[src/rtl/gol_pkg.sv]
// Shared Game of Life types and constants: grid defaults, row-streamer FSM
// states and the row-index width helper.
package gol_pkg;

  localparam int GOL_M = 16;
  localparam int GOL_N = 16;

  typedef enum logic {
    IDLE   = 1'b0,
    STREAM = 1'b1
  } stream_state_t;

  // Row-index width: max(1, $clog2(n)), so a two-row grid still gets one bit.
  function automatic int row_idx_w(input int n);
    return ($clog2(n) > 1) ? $clog2(n) : 1;
  endfunction

endpackage

[src/rtl/gol_row_popcount.sv]
// Combinational live-cell count of one M-cell row; also meant for whole-grid
// population statistics.
module gol_row_popcount #(
  parameter int M = 16
) (
  input  logic [M-1:0]            row_i,
  output logic [$clog2(M+1)-1:0]  live_o
);

  localparam int CW = $clog2(M + 1);

  // Sum of set cells in the row.
  always_comb begin
    live_o = '0;
    for (int i = 0; i < M; i++) begin
      live_o = live_o + {{(CW - 1){1'b0}}, row_i[i]};
    end
  end

endmodule

[src/rtl/gol_row_streamer.sv]
// Snapshots the Game of Life grid on each accepted generation tick and
// streams it row by row over valid/ready, dropping generations that overrun.
module gol_row_streamer
  import gol_pkg::*;
#(
  parameter int M      = GOL_M,
  parameter int N      = GOL_N,
  parameter int DROP_W = 8
) (
  input  logic                          clk_i,
  input  logic                          reset_n_i,
  input  logic [N*M-1:0]                state_i,
  input  logic                          gen_tick_i,
  input  logic                          row_ready_i,
  output logic                          row_valid_o,
  output logic [M-1:0]                  row_data_o,
  output logic [row_idx_w(N)-1:0]       row_idx_o,
  output logic [$clog2(M+1)-1:0]        row_live_o,
  output logic                          frame_first_o,
  output logic                          frame_last_o,
  output logic                          busy_o,
  output logic [DROP_W-1:0]             drop_count_o
);

  localparam int IW = row_idx_w(N);
  localparam int CW = $clog2(M + 1);
  localparam logic [IW-1:0] LAST_ROW = IW'(N - 1);

  stream_state_t        state_q, state_d;
  logic [N*M-1:0]       snap_q, snap_d;
  logic [IW-1:0]        row_q, row_d;
  logic [DROP_W-1:0]    drop_q, drop_d;

  logic                 streaming_s;
  logic                 xfer_s;
  logic                 last_s;
  logic [M-1:0]         rows_s [N];
  logic [M-1:0]         cur_row_s;
  logic [CW-1:0]        cur_live_s;

  assign streaming_s = (state_q == STREAM);
  assign xfer_s      = streaming_s & row_ready_i;
  assign last_s      = (row_q == LAST_ROW);

  // Select the current row out of the snapshot.
  always_comb begin
    for (int r = 0; r < N; r++) begin
      rows_s[r] = snap_q[r*M +: M];
    end
    cur_row_s = rows_s[row_q];
  end

  gol_row_popcount #(.M(M)) u_popcount (
    .row_i  (cur_row_s),
    .live_o (cur_live_s)
  );

  // Next-state logic: frame capture, row advance, seamless restart, drops.
  always_comb begin
    state_d = state_q;
    snap_d  = snap_q;
    row_d   = row_q;
    drop_d  = drop_q;
    case (state_q)
      IDLE: begin
        if (gen_tick_i) begin
          snap_d  = state_i;
          row_d   = '0;
          state_d = STREAM;
        end else begin
          state_d = IDLE;
        end
      end
      STREAM: begin
        if (xfer_s && !last_s) begin
          row_d = row_q + {{(IW - 1){1'b0}}, 1'b1};
        end else if (xfer_s && gen_tick_i) begin
          // Tick on the final-row transfer starts the next frame with no bubble.
          snap_d  = state_i;
          row_d   = '0;
          state_d = STREAM;
        end else if (xfer_s) begin
          row_d   = '0;
          state_d = IDLE;
        end else begin
          row_d = row_q;
        end
        if (gen_tick_i && !(xfer_s && last_s) && (drop_q != {DROP_W{1'b1}})) begin
          drop_d = drop_q + {{(DROP_W - 1){1'b0}}, 1'b1};
        end else begin
          drop_d = drop_q;
        end
      end
      default: begin
        state_d = IDLE;
        row_d   = '0;
      end
    endcase
  end

  // State registers.
  always_ff @(posedge clk_i or negedge reset_n_i) begin
    if (!reset_n_i) begin
      state_q <= IDLE;
      snap_q  <= '0;
      row_q   <= '0;
      drop_q  <= '0;
    end else begin
      state_q <= state_d;
      snap_q  <= snap_d;
      row_q   <= row_d;
      drop_q  <= drop_d;
    end
  end

  // Outputs depend on registered state only; row fields read zero when idle.
  always_comb begin
    row_valid_o  = streaming_s;
    busy_o       = streaming_s;
    drop_count_o = drop_q;
    if (streaming_s) begin
      row_data_o    = cur_row_s;
      row_idx_o     = row_q;
      row_live_o    = cur_live_s;
      frame_first_o = (row_q == '0);
      frame_last_o  = last_s;
    end else begin
      row_data_o    = '0;
      row_idx_o     = '0;
      row_live_o    = '0;
      frame_first_o = 1'b0;
      frame_last_o  = 1'b0;
    end
  end

endmodule

[config.mk]
export PLATFORM = sky130hd
export DESIGN_NAME = gol_row_streamer
export DESIGN_NICKNAME = d
export VERILOG_FILES = /design/src/rtl/gol_pkg.sv /design/src/rtl/gol_row_popcount.sv /design/src/rtl/gol_row_streamer.sv
export SDC_FILE = /design/constraint.sdc
export NUM_CORES = 1
export LEC_CHECK = 0
export BUFFER_PORTS_ARGS = -buffer_cell sky130_fd_sc_hd__clkbuf_2
export CORE_AREA = 2 2 166 168
export CTS_CLUSTER_DIAMETER = 50
export DETAILED_ROUTE_END_ITERATION = 8
export DIE_AREA = 0 0 168 170
export HOLD_SLACK_MARGIN = 0.06
export PLACE_DENSITY = 0.83
export SLEW_MARGIN = 10
export SYNTH_ARGS = -nofsm -noshare
export SYNTH_HDL_FRONTEND = slang
export SYNTH_SLANG_ARGS = --single-unit
[constraint.sdc]
create_clock -name clk_i -period 5.69 [get_ports clk_i]
set_input_delay 0.569 -clock clk_i [delete_from_list [all_inputs] [get_ports clk_i]]
set_output_delay 0.569 -clock clk_i [all_outputs]
set_load 0.02 [all_outputs]
== Word level (Yosys, flattened, before mapping) ==
Cells that the tools add are included.
Storage, ports and cells
  bits in registers: 269
  input bits: 260
  output and inout port bits: 37
  word-level logic and storage cells: 64
Operators by class
  multiplexer cells: 22
  reductions and logical operators: 11
  eq/ne operators: 6
  $lt $le $gt $ge: 1
  add/sub/neg operators: 17
  bitwise gates (word level): 3
Operator list (count)
  two-way mux 256 bit: 3
  one-hot mux 256 bit (2 select lines): 1
  adder 5 x 1 -> 5 bit: 14
  binary-select mux 16 bit (select 4 bit): 1
  two-way mux 16 bit: 3
  two-way mux 4 bit: 5
  adder 8 x 1 -> 8 bit, second input constant: 1
  != test 8 bit, second input constant: 1
  one-hot mux 4 bit (2 select lines): 1
  two-way mux 1 bit: 6
  greater-or-equal comparator 5 bit, second input constant: 1
  logical AND 1 bit: 5
  two-way mux 5 bit: 1
  inverter 4 -> 5 bit: 1
  adder 4 x 1 -> 4 bit, second input constant: 1
  equality test 4 bit, second input constant: 1
  zero test 4 bit: 1
  != test 2 bit, second input constant: 2
  != test 4 x 1 -> 1 bit, second input constant: 1
  AND reduction 2 bit: 2
  AND reduction 3 bit: 1
  adder 1 x 1 -> 2 bit: 1
  zero test 1 bit: 2
  != test 2 x 1 -> 1 bit, second input constant: 1
  3 further kinds: 3

== Longest topological paths before layout ==
  depth after elaboration: 20
  mapped depth: 19
  mapped depth without buffers: 16

== Hierarchy ==
From an unflattened synthesis, not the netlist that was laid out.
Second synthesis, totals
  cell total of the unflattened synthesis: 833
  area, all modules: 13869.6 sq um
By module, submodules not included
  gol_row_streamer: area an instance 13484.2 sq um, instances 1, seq. area each 6731.5 sq um, cells an instance 792
  gol_row_popcount: area an instance 385.4 sq um, instances 1, seq. area each 0.0 sq um, cells an instance 41

== Worst setup path after synthesis ==
No wires, ideal clock.
  path type: flip-flop to output port
  start: reg row_q[0]
  end: out row_live_o[2]
  buffers on the path: 3
  arrival: 4907 ps
  setup slack: 214 ps
  required time: 5121 ps
  cell stages (with the launch flop): 18
  path through: dfrtp_1 buf_6 buf_6 buf_2 mux2i_1 nand2_1 a32o_2 ha_1 fa_1 fa_1 inv_1 fa_1 inv_1 fa_1 fa_1 fa_1 xor2_1 and2_1
On the way
  longest elaborated chain between the ends: 20
RTL lines
  start: declaration: line gol_row_streamer.sv:31  | logic [IW-1:0] row_q, row_d;
  start signal: assignment: line gol_row_streamer.sv:111  | row_q <= row_d;
  inverter 4 -> 5 bit (implied by the code) (*): line gol_row_streamer.sv:50  | cur_row_s = rows_s[row_q];
  binary-select mux 16 bit (select 4 bit) (*): line gol_row_streamer.sv:50
  two-way mux 16 bit (implied by the code) (*) (2 in series): line gol_row_streamer.sv:50
  adder 1 x 1 -> 2 bit: line gol_row_popcount.sv:16  | live_o = live_o + {{(CW - 1){1'b0}}, row_i[i]};
  adder 5 x 1 -> 5 bit (13 in series): line gol_row_popcount.sv:16
  adder 5 x 1 -> 5 bit (*): line gol_row_popcount.sv:16
  two-way mux 5 bit (*): line gol_row_streamer.sv:121  | if (streaming_s) begin
  end: declaration: line gol_row_streamer.sv:18  | output logic [$clog2(M+1)-1:0] row_live_o,
Every way passes the cells marked *; elsewhere a longest branch is shown, timed or not. The select of a mux whose other input is x is not followed.

== Worst setup path in the final report ==
  start: reg row_q[1]
  end: out row_live_o[2]
Same word-level chain as after synthesis.

==> impl_metrics.toml <==
[timing]
rsz0062_at_grt = "true"
fin_tns_setup_ps = -1790
final.setup_skew_ps = 10.3
drv_slew = 0
worst_slew_pin_slew_ps = 1030
finalSetupViolations = 4
finalHoldViolCount = 0
finalHoldWorstSlack_ps = 141
fmaxAchievable_mhz = 162
period_minus_slack_ps = 6190
max_slew_margin_pct = 31.3
setup_ws_ps = -502
period_share_pct = 109

[floorplanning]
die_h_microns = 170
start_util_pct = 48.8
pin_count = 297
die_area_sq_um = 28600
die_width_microns = 168
core_sq_um = 26700
core.rowCount = 60

[setup_path]
worst_r2r_startpoint = "row_q[1]"
reg2reg_to = "snap_q[27]"
cp_data_arrival_time_ps = 5620
path_max_fanout = 8
cp.required_ps = 5120
ff2ff_setup_slack_ps = 2330
critical_path_class = "reg -> out"
cp-end-kind = "primary output"
path_cells = "buf_8 -> mux2i_1 -> a222oi_1 -> a32o_2 -> ha_4 -> fa_1 -> fa_1 -> inv_2 -> fa_1 -> inv_2 -> fa_1 -> fa_2 -> fa_2 -> xor2_2 -> and2_1 -> clkbuf_8"
crit_family = "adder cells"
critPathSlowestCell = "dfrtp_4"
startpoint_type = "flip-flop"
path_common_cell = "fa_1"
cpPeakStageDelay_ps = 540
cp.buffers_inverters = 4
worstRegToRegCells = 7

[yosys]
yosysSeqAreaShare_pct = 51.8
synth_nets = 1175
ys_ff_latch = 269
synth_area_leader_cell = "dfrtp_1"
syn_inst = 897
synth_area_sq_um = 13000
synth-edff-count = 0
synthFlopType = "dfrtp_1"
synth.top_cell.area_share_pct = 51.8
avgSynthCellArea_sq_um = 14.5
async_reset_ff_share_pct = 100
yosysUniqueCellTypes = 45
synth_area_leaders = "dfrtp_1 52%, mux2_1 21%, mux2i_1 8.2%, buf_6 2.6%, mux4_2 2.4%"
ys_warn_count = 0

[routing]
num_vias = 8889
postRouteAntennaNets = 0
top_layer = "met5"
drt-wirelength-per-cell_microns = 22.6
wl_met3_microns = 3110
initialDrtViolationCount = 770
routed_wl_microns = 36000
wl_met1_microns = 14300
viasPerCell = 5.56
drc = 0
wl_met2_microns = 17300
drt_pass1_iterations = 6

[run_status]
status = "finished, violations left"
violations = "negative setup slack"

[global_routing]
overflow = 0
grt_start_max_net_pins = 127
antenna_found_initial = 3
grt_util_all_layers_pct = 25.2
grt_pass1_wl_microns = 54200
grt_pass1_vias = 9375

[clock_tree]
cts-buffers-inserted = 34
worstSkewPairLatency_ps = 500
cts_max_level = 2
clockRootBuffer = "clkbuf_16"
cts_tree = "done"
clkTransAtPathRegs_ps = 60
clock-sinks = 269
ctsLongestPathBuffers = 3

[finish]
multi_input_area_sq_um = 5760
layout-drive-gt1-share_pct = 37.8
nNetsFinal = 1513
regArea_sq_um = 6740
areaGrowthSynthToFinish_pct = 25.0
final_util_pct = 60.9
fill_cells = 2043

[worst_hold_path]
hold_path_class = "in -> async"

[placed_design]
place_ws_ps = -179
gp_congestion = 0.963
dp_hpwl_microns = 27100
port_buffers = 296

[job]
maxCapViolCount = 0
-- cells in the mapped netlist, types with 6 or more instances --
cell      instances
dfrtp_1         269
inv_1            10
fa_1             10
nand2_1          24
and2_1           25
xnor2_1           8
mux2i_1         107
clkbuf_1          9
buf_2             9
mux2_2           11
buf_4            11
a32o_2            6
nor2b_1           7
mux2_1          247
a22oi_1          11
nand4_1           6
a222oi_1         13
ha_1              8
buf_6            30
mux4_2           14
a221oi_1         13
-- worst register-to-register path, delay by kind of cell (launching register included) --
family / cells / cell delay, ps
buffers and inverters: 3 / 900
AOI/OAI and AO/OA: 1 / 870
DFF: 1 / 500
muxes: 1 / 500
adders and majority gates: 1 / 240
and+or+nand+nor: 1 / 220
-- placed cells by master (no fill, tap or decap), drive strengths merged --
master    netlist  layout
nand2          24      24
nand3           5       5
xnor2           8       8
inv            12      13
o221ai          1       1
nor2b           7       7
or2             2       2
a222oi         13      13
clkinvlp        0       2
a32oi           3       3
nor3            1       1
mux4           14      14
a221oi         13      13
and4            1       1
mux2i         107     107
and2b           1       1
o211a           1       1
nor2            5       5
diode           0       1
bufinv          0       3
a21o            1       1
and3            5       5
a21boi          1       1
a22oi          11      11
clkinv          0       4
buf            56      74
ha              8       8
and2           25      25
nand4           6       6
xor2            1       1
dfrtp         269     269
mux2          258     258
a21oi           4       4
o21ai           4       4
a32o           10      10
clkbuf          9     340
a22o            1       1
fa             10      10
-- through the flow --
step / instances / cell area [sq um]
4_1_cts: 1596 / 16200
3_3_place_gp: 1536 / 14900
5_1_grt: 1598 / 16200
6_report: 1598 / 16200
2_1_floorplan: 897 / 13000
3_5_place_dp: 1536 / 14900
-- sequential cells by signal, indices dropped and copies added, names as in the netlist --
register	flops
snap_q	256
drop_count_o	8
row_q	4
busy_o	1
-- cell type report --
| cell class | instances | share of cell area [%] |
|---|---|---|
| timing repair buffer | 367 | 13.2 |
| sequential | 269 | 41.5 |
| clock inverter | 10 | 0.871 |
| antenna | 1 | 0.0154 |
| inverter | 12 | 0.277 |
| multi-input combinational | 551 | 35.5 |
| tap | 341 | 2.63 |
| clock buffer | 47 | 6.04 |
-- per-layer routing --
metal,GRT usage (%),up-vias
li1,-,3966
met1,31.4,4476
met2,41.3,363
met3,7.81,82
met4,9.57,2
met5,0,-
-- repair_timing --
action	CTS	global route
pin swaps	15	10
buffers inserted	4	1
resized for setup	22	11
hold buffers	0	0
setup endpoints to repair	5	5
-- cell families after synthesis --
| kind of cell | after synthesis | share of synthesized area (%) |
|---|---|---|
| multiplexers | 379 | 33.0 |
| flip-flops | 269 | 51.8 |
| AND/OR/NAND/NOR | 82 | 3.38 |
| buffers and inverters | 77 | 4.66 |
| AO/OA/AOI/OAI | 63 | 4.21 |
| adder cells (fa/ha/maj) | 18 | 2.31 |
| XOR/XNOR | 9 | 0.607 |
-- how the worst max path moves through the flow --
| stage | startpoint | end | slack, ps | cells after the start |
|---|---|---|---|---|
| 2_1_floorplan | row_q[0] | row_live_o[2] | 210 | 17 |
| 6_report | row_q[1] | row_live_o[2] | -500 | 16 |
| 3_3_place_gp | row_q[1] | row_live_o[3] | -70 | 16 |
| 4_1_cts | row_q[1] | row_live_o[2] | -450 | 16 |
| 5_1_grt | row_q[1] | row_live_o[2] | -640 | 16 |
| 3_5_place_dp | row_q[1] | row_live_o[2] | -180 | 17 |
Power is not shown: default switching activity piles up to over one toggle a cycle in this logic, so the estimate is an artifact.
